[config.mk]
export PLATFORM = sky130hd
export DESIGN_NAME = ibex_pmp_chk_arbiter
export DESIGN_NICKNAME = d
export VERILOG_FILES = /design/src/rtl/ibex_pmp_chk_arbiter.sv
export SDC_FILE = /design/constraint.sdc
export NUM_CORES = 1
export LEC_CHECK = 0
export CAP_MARGIN = 20
export CORE_UTILIZATION = 37
export CTS_BUF_LIST = sky130_fd_sc_hd__clkbuf_2
export CTS_CLUSTER_SIZE = 8
export DETAILED_ROUTE_END_ITERATION = 7
export PLACE_DENSITY = 0.88
export SYNTH_ARGS = -nofsm -noshare
export SYNTH_HDL_FRONTEND = slang
export SYNTH_SLANG_ARGS = --single-unit
[constraint.sdc]
create_clock -name clk_i -period 1.8 [get_ports clk_i]
set_input_delay 0.36 -clock clk_i [delete_from_list [all_inputs] [get_ports clk_i]]
set_output_delay 0.36 -clock clk_i [all_outputs]
set_load 0.03 [all_outputs]
[src/rtl/ibex_pmp_chk_arbiter.sv]
// Round-robin arbiter sharing one combinational PMP checker between several requesters.
// Each accepted request is checked once (re-checked while PMP CSRs are being written) and answered by a result pulse.
package ibex_pkg;
    typedef enum logic [1:0] {
        PMP_ACC_EXEC  = 2'b00,
        PMP_ACC_WRITE = 2'b01,
        PMP_ACC_READ  = 2'b10
    } pmp_req_e;

    typedef enum logic [1:0] {
        PRIV_LVL_M = 2'b11,
        PRIV_LVL_H = 2'b10,
        PRIV_LVL_S = 2'b01,
        PRIV_LVL_U = 2'b00
    } priv_lvl_e;
endpackage

// Handshake: requester i holds req_valid_i[i] and its payload until the cycle
// req_ready_o[i] is high; that cycle is the transfer. The result is the single
// cycle in which rsp_valid_o[i] is high, with rsp_err_o[i] meaningful only then.
module ibex_pmp_chk_arbiter #(
    parameter int PMPNumReq = 2
) (
    input  logic                                  clk_i,
    input  logic                                  rst_i,
    input  logic [PMPNumReq-1:0]                  req_valid_i,
    output logic [PMPNumReq-1:0]                  req_ready_o,
    input  logic [PMPNumReq-1:0][33:0]            req_addr_i,
    input  ibex_pkg::pmp_req_e [PMPNumReq-1:0]    req_type_i,
    input  ibex_pkg::priv_lvl_e [PMPNumReq-1:0]   req_priv_i,
    output logic [PMPNumReq-1:0]                  rsp_valid_o,
    output logic [PMPNumReq-1:0]                  rsp_err_o,
    output logic [33:0]                           chk_addr_o,
    output ibex_pkg::pmp_req_e                    chk_type_o,
    output ibex_pkg::priv_lvl_e                   chk_priv_o,
    input  logic                                  chk_err_i,
    input  logic                                  csr_pmp_wr_i,
    output logic                                  busy_o,
    output logic [1:0]                            dbg_state_o
);
    localparam int IdxW = $clog2(PMPNumReq);

    typedef enum logic [1:0] {
        S_IDLE  = 2'b00,
        S_CHECK = 2'b01,
        S_RESP  = 2'b10
    } state_e;

    state_e              state_q, state_d;
    logic [IdxW-1:0]     last_grant_q, last_grant_d;
    logic [IdxW-1:0]     owner_q, owner_d;
    logic                err_q, err_d;
    logic [33:0]         chk_addr_q, chk_addr_d;
    ibex_pkg::pmp_req_e  chk_type_q, chk_type_d;
    ibex_pkg::priv_lvl_e chk_priv_q, chk_priv_d;

    logic                grant_found;
    logic [IdxW-1:0]     grant_idx;
    logic                can_grant;

    // Scan starts one past the last winner so every requester is served in turn.
    always_comb begin
        grant_found = 1'b0;
        grant_idx   = '0;
        for (int k = 0; k < PMPNumReq; k++) begin
            if (!grant_found && req_valid_i[(int'(last_grant_q) + 1 + k) % PMPNumReq]) begin
                grant_found = 1'b1;
                grant_idx   = IdxW'((int'(last_grant_q) + 1 + k) % PMPNumReq);
            end
        end
    end

    assign can_grant = (state_q != S_CHECK) && grant_found;

    always_comb begin
        req_ready_o = '0;
        if (can_grant) begin
            req_ready_o[grant_idx] = 1'b1;
        end
    end

    always_comb begin
        state_d      = state_q;
        last_grant_d = last_grant_q;
        owner_d      = owner_q;
        err_d        = err_q;
        chk_addr_d   = chk_addr_q;
        chk_type_d   = chk_type_q;
        chk_priv_d   = chk_priv_q;
        case (state_q)
            S_CHECK: begin
                // A concurrent PMP CSR write may change the verdict, so the sample is discarded.
                if (!csr_pmp_wr_i) begin
                    err_d   = chk_err_i;
                    state_d = S_RESP;
                end
            end
            default: begin
                if (can_grant) begin
                    state_d      = S_CHECK;
                    last_grant_d = grant_idx;
                    owner_d      = grant_idx;
                    chk_addr_d   = req_addr_i[grant_idx];
                    chk_type_d   = req_type_i[grant_idx];
                    chk_priv_d   = req_priv_i[grant_idx];
                end else begin
                    state_d = S_IDLE;
                end
            end
        endcase
    end

    always_comb begin
        rsp_valid_o = '0;
        rsp_err_o   = '0;
        if (state_q == S_RESP) begin
            rsp_valid_o[owner_q] = 1'b1;
            rsp_err_o[owner_q]   = err_q;
        end
    end

    always_ff @(posedge clk_i or posedge rst_i) begin
        if (rst_i) begin
            state_q      <= S_IDLE;
            last_grant_q <= IdxW'(PMPNumReq - 1);
            owner_q      <= '0;
            err_q        <= 1'b0;
            chk_addr_q   <= '0;
            chk_type_q   <= ibex_pkg::PMP_ACC_EXEC;
            chk_priv_q   <= ibex_pkg::PRIV_LVL_M;
        end else begin
            state_q      <= state_d;
            last_grant_q <= last_grant_d;
            owner_q      <= owner_d;
            err_q        <= err_d;
            chk_addr_q   <= chk_addr_d;
            chk_type_q   <= chk_type_d;
            chk_priv_q   <= chk_priv_d;
        end
    end

    assign chk_addr_o  = chk_addr_q;
    assign chk_type_o  = chk_type_q;
    assign chk_priv_o  = chk_priv_q;
    assign busy_o      = (state_q != S_IDLE);
    assign dbg_state_o = state_q;
endmodule

==> impl_results.md, run 1 <==
* Status: finished with violations
* Failing checks: negative setup slack
* Flop pwr share at 37.7%
* Crit path top cell by count: buf_6
* Syn-to-layout area delta at 77.25%
* DR pass1 iterations at 4
* Port Buffer Count at ~130
* Post-synthesis mux area share at 0.5882%
* Vias per inst at ~5.3
* DR DRC count at 0
* Diode count at 0
* CP Data Required Time at ~1400 ps
* Final Skew at between 15 and 20 ps
* Largest family of logic cells by synthesized area: compound AO/OA/AOI/OAI gates
* Comb power frac at 52.4%
* Sequential cell area at 1080 µm²
* Root Driver: clkbuf_2
* Syn Nets at 235
* Final Critical Period at 1828 ps
* Gpl congestion at 0.7531
* Sequential area share after synthesis at between 50% and 60%
* Ys Warns at 0
* Worst-margin pin slew at 332.6 ps
* Synth Area in Compound Gates at 21.57%
* DIE AREA at between 5000 and 6000 µm²
* Maximum vdd ir drop at 618.1 µV
* # IOs at around 130
* Final cell count without fillers at 361
* TritonCTS Sinks at 43
* Slowest cell on crit path: dfrtp_1
* Crit path DAT at 1470 ps
* Clock latency on the worst-skew pair at 400 ps
* Post-Syn Area at between 1500 and 2000 µm²
* CTS Buffer Depth at 2
* Core area at 4848 µm²
* Wirelength, routed at 6.216 mm
* Min Hold Slack at 255.5 ps
* Fin Setup TNS at -41.92 ps
* HPWL after DPL at 4.504 mm
* Max Clock Freq at 547.1 MHz
* Max_cap viols at 0
* Vias in the first global route at between 1500 and 2000
* Simple-gate share of the synthesized area at 16.60%
* Syn_area_per_cell at 12.51 µm²
* CP max stage delay at approximately 460 ps
* Share of cells above drive strength 1 at 17.69%
* Setup crit end kind: output pin
* Yosys cell types at 21
* Die Span Y at 73.93 µm
* Setup CP Type: reg2out
* Count of final setup violators at 3
* Initial antenna violation count at 0
* Relative slew slack at 77.92%
* Xor/xnor share of the synthesized area at 0%
* First-pass GRT wire length at ~9.4 mm
* Clk slew on worst S/H paths at 210 ps
* Number of buffers created by CTS at 5
* Vias post-DR at 1904
* Cell Chain, Critical Path: buf_6 > and3b_2 > and2_4 > buf_6
* Synth Area in Adders at 0%
* Nets@finish at 375
* Clock Power Share at 9.9%
* DRT iter0 DRCs at 70
* Cells after Synth at 153
* Pwr per Cell Area at between 1000 and 1500 nW/µm²
* Critical Path Start Type: flop
* FP Rows at 25
* Routed Antenna Nets at 0
* Psw at 1.715 mW
* Chip width at roughly 74 µm
* Synthesized flop and latch total at 43
* Worst setup margin at -27.71 ps
* Max Slew Vio Count at 0
* RSZ-0062 raised after global routing: yes
* Area of the multi-input gates at around 800 µm²
* CTS tree: done
* # fillers at 379
* Final hold violations at 0
* Final period util at 101.5%
* Worst-path fanout max at 3
* Starting density of the core at between 30% and 40%
* Number of H-tree levels at 2
* Drt wl/cell at about 17 µm
* Internal at 2.352 mW
* Placed cells at 345
* Pin count of the biggest net entering global routing at 27
* GRT overflow at 0
* Switching Fraction at 42.17%
* Hold Buf Count CTS at 0
* GRT Util Overall at between 20% and 30%
* Pleak at 1.695 nW
* HP Class: in2async
cell families after synthesis:
kind of cell	Yosys count
compound gates	43
buf+inv	17
flops	43
mux	1
simple gates	49
per-stage QoR:
stage / setup slack (ps) / utilization, % / power [mW] / area [µm²]
after floorplan: 0.9663 / - / 2.786 / 1919
after global placement: 24.35 / 68.18 / 3.783 / 3306
after detailed placement: -35.40 / 68.18 / 3.847 / 3306
after global routing: -140.6 / 69.99 / 4.295 / 3393
after CTS: -27.78 / 68.98 / 4.053 / 3344
final: -27.71 / 69.99 / 4.066 / 3393
final timing paths:
check | startpoint | endpoint | slack (ps) | cells past startpoint
setup / recovery | dbg_state_o[0]$_DFFE_PP0P_ | rsp_err_o[1] | -30 | 4
hold / removal | rst_i | chk_addr_o[23]$_DFFE_PP0P_ | 260 | 3
setup reg to reg | dbg_state_o[0]$_DFFE_PP0P_ | chk_addr_o[11]$_DFFE_PP0P_ | 70 | 7
hold reg to reg | chk_addr_o[19]$_DFFE_PP0P_ | chk_addr_o[19]$_DFFE_PP0P_ | 530 | 1
max in group asynchronous | rst_i | chk_priv_o[1]$_DFFE_PP1P_ | 1190 | 3
min in group clk_i | req_valid_i[1] | dbg_state_o[0]$_DFFE_PP0P_ | 370 | 3
state kept, by name, summed over array words and instances, names as in the netlist:
name and count:
chk_type_o 2, err_q 1, chk_priv_o 2, owner_q 1
dbg_state_o 2, chk_addr_o 34, last_grant_q 1
placed cells by master (no fill, tap or decap):
cell type,netlist,final
nor2_1,2,2
buf_12,0,1
mux2_2,1,1
and3_1,38,38
clkinv_2,0,1
buf_4,0,18
and2_4,0,2
buf_2,5,1
and3_4,1,1
and3b_2,0,1
o21ai_2,0,1
inv_2,0,1
a21oi_1,1,1
dfrtp_1,40,40
nand2b_2,0,1
dlygate4sd2_1,0,39
dlymetal6s2s_1,0,1
dfstp_2,3,3
nand2b_4,1,2
clkbuf_2,0,8
clkdlybuf4s15_1,0,1
a221o_1,38,38
a21o_1,2,2
clkdlybuf4s50_1,0,79
buf_6,3,7
and2_1,3,1
nor3b_2,0,1
or2_4,0,1
a21boi_4,0,1
worst max-delay path: cells and delay by family, from the launching register on:
family	cells	cell delay (ps)
simple gates	2	380
flops	1	460
buf+inv	2	250
power by group through the flow:
stage / Clock (mW) / Combinational, mW / Sequential, mW
after global placement: 0 / 2.24 / 1.54
after global routing: 0.465 / 2.26 / 1.57
after CTS: 0.417 / 2.11 / 1.53
after floorplan: 0 / 0.616 / 2.17
final: 0.401 / 2.13 / 1.53
after detailed placement: 0 / 2.30 / 1.55
per-layer routing:
metal	vias up	GRT usage (%)	wire [µm]
met5	-	0	0
met3	4	7.995	527
met1	919	26.68	2433
met2	93	41.41	3207
met4	0	6.197	47
li1	888	-	-
final cells by class:
cell class | count | area share (%)
multi-input cells | 94 | 23.19
clock inverters | 1 | 0.1475
inverters | 1 | 0.1106
repair buffers | 148 | 41.22
flip-flops and latches | 43 | 31.82
well taps | 67 | 2.471
clock buffers | 7 | 1.032
Yosys cell counts (all sizes together):
master | number | area (µm²)
dfrtp | 40 | 1001
and3b | 1 | 8.760
a21o | 2 | 15.01
mux2 | 1 | 11.26
and2 | 3 | 18.77
and3 | 39 | 249.0
buf | 8 | 58.80
clkbuf | 8 | 30.03
nand2b | 2 | 20.02
dfstp | 3 | 78.83
or2 | 1 | 6.260
a21oi | 1 | 5.000
nor3b | 1 | 7.510
nor2 | 2 | 7.510
a221o | 38 | 380.4
inv | 1 | 3.750
o21ai | 1 | 5.000
a21boi | 1 | 7.510
repair_timing:
| item | 4_1_cts | 5_1_grt |
|---|---|---|
| pin swaps | 2 | 0 |
| cloned | 1 | 0 |
| endpoints found under the setup margin | 46 | 9 |
| gates resized for setup | 63 | 21 |
| buffers inserted | 5 | 2 |
(Power assumes the default switching activity.)
==> run 2: changes to the inputs <==
--- a/config.mk
+++ b/config.mk
@@ -5,11 +5,13 @@
 export SDC_FILE = /design/constraint.sdc
 export NUM_CORES = 1
 export LEC_CHECK = 0
-export CAP_MARGIN = 20
+export CAP_MARGIN = 0
+export CORE_ASPECT_RATIO = 0.8
 export CORE_UTILIZATION = 37
 export CTS_BUF_LIST = sky130_fd_sc_hd__clkbuf_2
 export CTS_CLUSTER_SIZE = 8
 export DETAILED_ROUTE_END_ITERATION = 7
+export MAX_ROUTING_LAYER = met4
 export PLACE_DENSITY = 0.88
 export SYNTH_ARGS = -nofsm -noshare
 export SYNTH_HDL_FRONTEND = slang
==> run 2 against run 1 <==
The run now ends clean. Non-clock buffer count unchanged. Sequential cell count unchanged. Register-to-register slack improved by 160 ps. Utilization decreased by 0.95 points. Design area increased by 1.9%. First-iteration DRC count decreased by 23%. Clock power increased by 34%. Setup slack improved by 33 ps. Critical endpoint unchanged.
==> impl_results.md, run 2 (synthesized netlist as in run 1, its figures left out) <==
* Pin count of the biggest net entering global routing at 36 (+33%)
* Worst path top cell family by delay: flip-flops
* Maximum vdd ir drop at 595.6 µV (-3.6%)
* Flop2flop setup slack at 230 ps (+160 ps)
* Core area at 5007 µm² (+3.3%)
* Diode count at 0 (unchanged)
* Vias post-DR at 1914 (+0.53%)
* Number of buffers created by CTS at 5 (unchanged)
* Critical Path Start Type: flop
* Nets@finish at 375 (unchanged)
* Crit path top cell by count: buf_6
* First-pass GRT wire length at 9.183 mm (-2.8%)
* Share of cells above drive strength 1 at 17.35% (-0.34 points)
* CP Data Required Time at 1440 ps (about the same)
* GRT overflow at 0 (unchanged)
* Wirelength, routed at 5.915 mm (-4.8%)
* Clock latency on the worst-skew pair at 380 ps (-20 ps)
* DR pass1 iterations at 4 (unchanged)
* Final Critical Period at 1795 ps (-33.06 ps)
* DR DRC count at 0 (unchanged)
* Worst r2r dst: chk_addr_o[14]$_DFFE_PP0P_
* Cell Chain, Critical Path: buf_6 > and3b_1 > and2_4 > buf_6
* DRT iter0 DRCs at 54 (-23%)
* Area of the multi-input gates at 788.3 µm² (+0.16%)
* Max reg flops at 34 (unchanged)
* Count of final setup violators at 0 (-3)
* Max Clock Freq at 557.2 MHz (+1.8%)
* Pleak at 1.708 nW (+0.77%)
* Die Span Y at 66.34 µm (-10%)
* Commonest cells after routing, fill and taps aside: 81 x clkdlybuf4s50_1, 39 x dfrtp_1, 39 x dlygate4sd2_1
* Crit path DAT at 1430 ps (-40 ps)
* Setup CP Type: reg2out
* Reg2Reg Depth at 5 (-2)
* Final period util at 99.70% (-1.8 points)
* Origin of the critical flop-to-flop path: dbg_state_o[1]$_DFFE_PP0P_
* DIE AREA at 5467 µm² (about the same)
* Vias per inst at 5.376 (+1.9%)
* # fillers at 417 (+10%)
* Max Slew Vio Count at 0 (unchanged)
* Starting density of the core at 38.23% (-1.3 points)
* TritonCTS Sinks at 43 (unchanged)
* CP bufs+invs at 2 (unchanged)
* Status: finished clean
* Worst setup margin at 5.353 ps (+33.06 ps)
* Pwr per Cell Area at 1224 nW/µm² (+2.1%)
* Final cell count without fillers at 356 (-1.4%)
* Port Buffer Count at 128 (unchanged)
* HP Class: in2async
* Number of H-tree levels at 2 (unchanged)
* Fin Setup TNS at 0 ps (+41.92 ps)
* Routed Antenna Nets at 0 (unchanged)
* Finished Cell Area at 3457 µm² (+1.9%)
* Max_cap viols at 0 (unchanged)
* Vias in the first global route at 1932 (-0.16%)
* Setup crit end kind: output pin
* # IOs at 129 (unchanged)
* HPWL after DPL at 4.139 mm (-8.1%)
* Syn-to-layout area delta at 80.59%
* Drt wl/cell at 16.62 µm (-3.5%)
* Final hold violations at 0 (unchanged)
* Pre-CTS WS at -21.54 ps (+13.86 ps)
* Slowest cell on crit path: dfrtp_1
* CTS Buffer Depth at 2 (unchanged)
* Layout Utilization at 69.04% (-0.95 points)
* RSZ-0062 raised after global routing: yes
* CTS tree: done
* Most common cell after layout, fill and taps aside: clkdlybuf4s50_1
* Relative slew slack at 77.97% (about the same)
* Gpl congestion at 0.7322 (-2.8%)
* Root Driver: clkbuf_2
* Sequential cell area at 1081 µm² (+0.12%)
* Min Hold Slack at 176.3 ps (-79.15 ps)
* Post-DP Area at 3339 µm² (+1.0%)
* Chip width at 82.42 µm (+11%)
* CP max stage delay at 460 ps (about the same)
* GRT Util Overall at 23.31% (about the same)
* Clk slew on worst S/H paths at 220 ps (about the same)
* Placed cells at 338 (-2.0%)
* FP Rows at 23 (-8.0%)
* Worst-margin pin slew at 331.7 ps (-0.8770 ps)
* Initial antenna violation count at 0 (unchanged)
* Overall Power at 4.232 mW (+4.1%)
* Worst-path fanout max at 4 (+1)
* Final Skew at 23.73 ps (+6.621 ps)
run 2: cell count changes in the layout (fill, tap and decap cells not counted), moves of 2 or more:
cell,before,now
buf_4,18,15
clkdlybuf4s50_1,79,81
buf_6,7,5
buf_12,1,5
run 2: cell type report:
type,count,area share (%)
clock buffer,7,1.013
clock inverter,1,0.8686
inverter,1,0.1086
multi-input combinational,94,22.80
sequential,43,31.27
tap,62,2.244
timing repair buffer,148,41.69
run 2: worst max-delay path by stage:
stage                                    start                    endpoint  slack, ps  depth (start not counted)
floorplan           dbg_state_o[0]$_DFFE_PP0P_                rsp_err_o[0]          1                          2
global placement                req_valid_i[1]              req_ready_o[1]         10                          4
detailed placement              req_valid_i[1]  chk_addr_o[31]$_DFFE_PP0P_        -20                          5
CTS                 dbg_state_o[1]$_DFFE_PP0P_                rsp_err_o[1]        -10                          4
global route        dbg_state_o[1]$_DFFE_PP0P_                rsp_err_o[1]       -100                          4
finish              dbg_state_o[1]$_DFFE_PP0P_                rsp_err_o[1]          5                          4
run 2: routing by layer:
layer	part of all wire [%]	track usage, %	vias to the layer above
met4	0.91	5.044	0
met3	8.2	6.759	6
li1	-	-	893
met2	48	38.22	89
met5	0	-	-
met1	43	28.42	926
run 2: power by group:
part	switching, mW	internal, mW	total (mW)
Sequential	0.212	1.32	1.53
Clock	0.290	0.248	0.538
Combinational	1.21	0.953	2.16
Total	1.71	2.52	4.23
run 2: what timing repair did:
action | 4_1_cts | 5_1_grt
setup endpoints to repair | 47 | 6
cloned | 1 | 0
gates resized for setup | 62 | 6
pin swaps | 2 | 2
buffers inserted | 8 | 1
hold buffers | 0 | 0
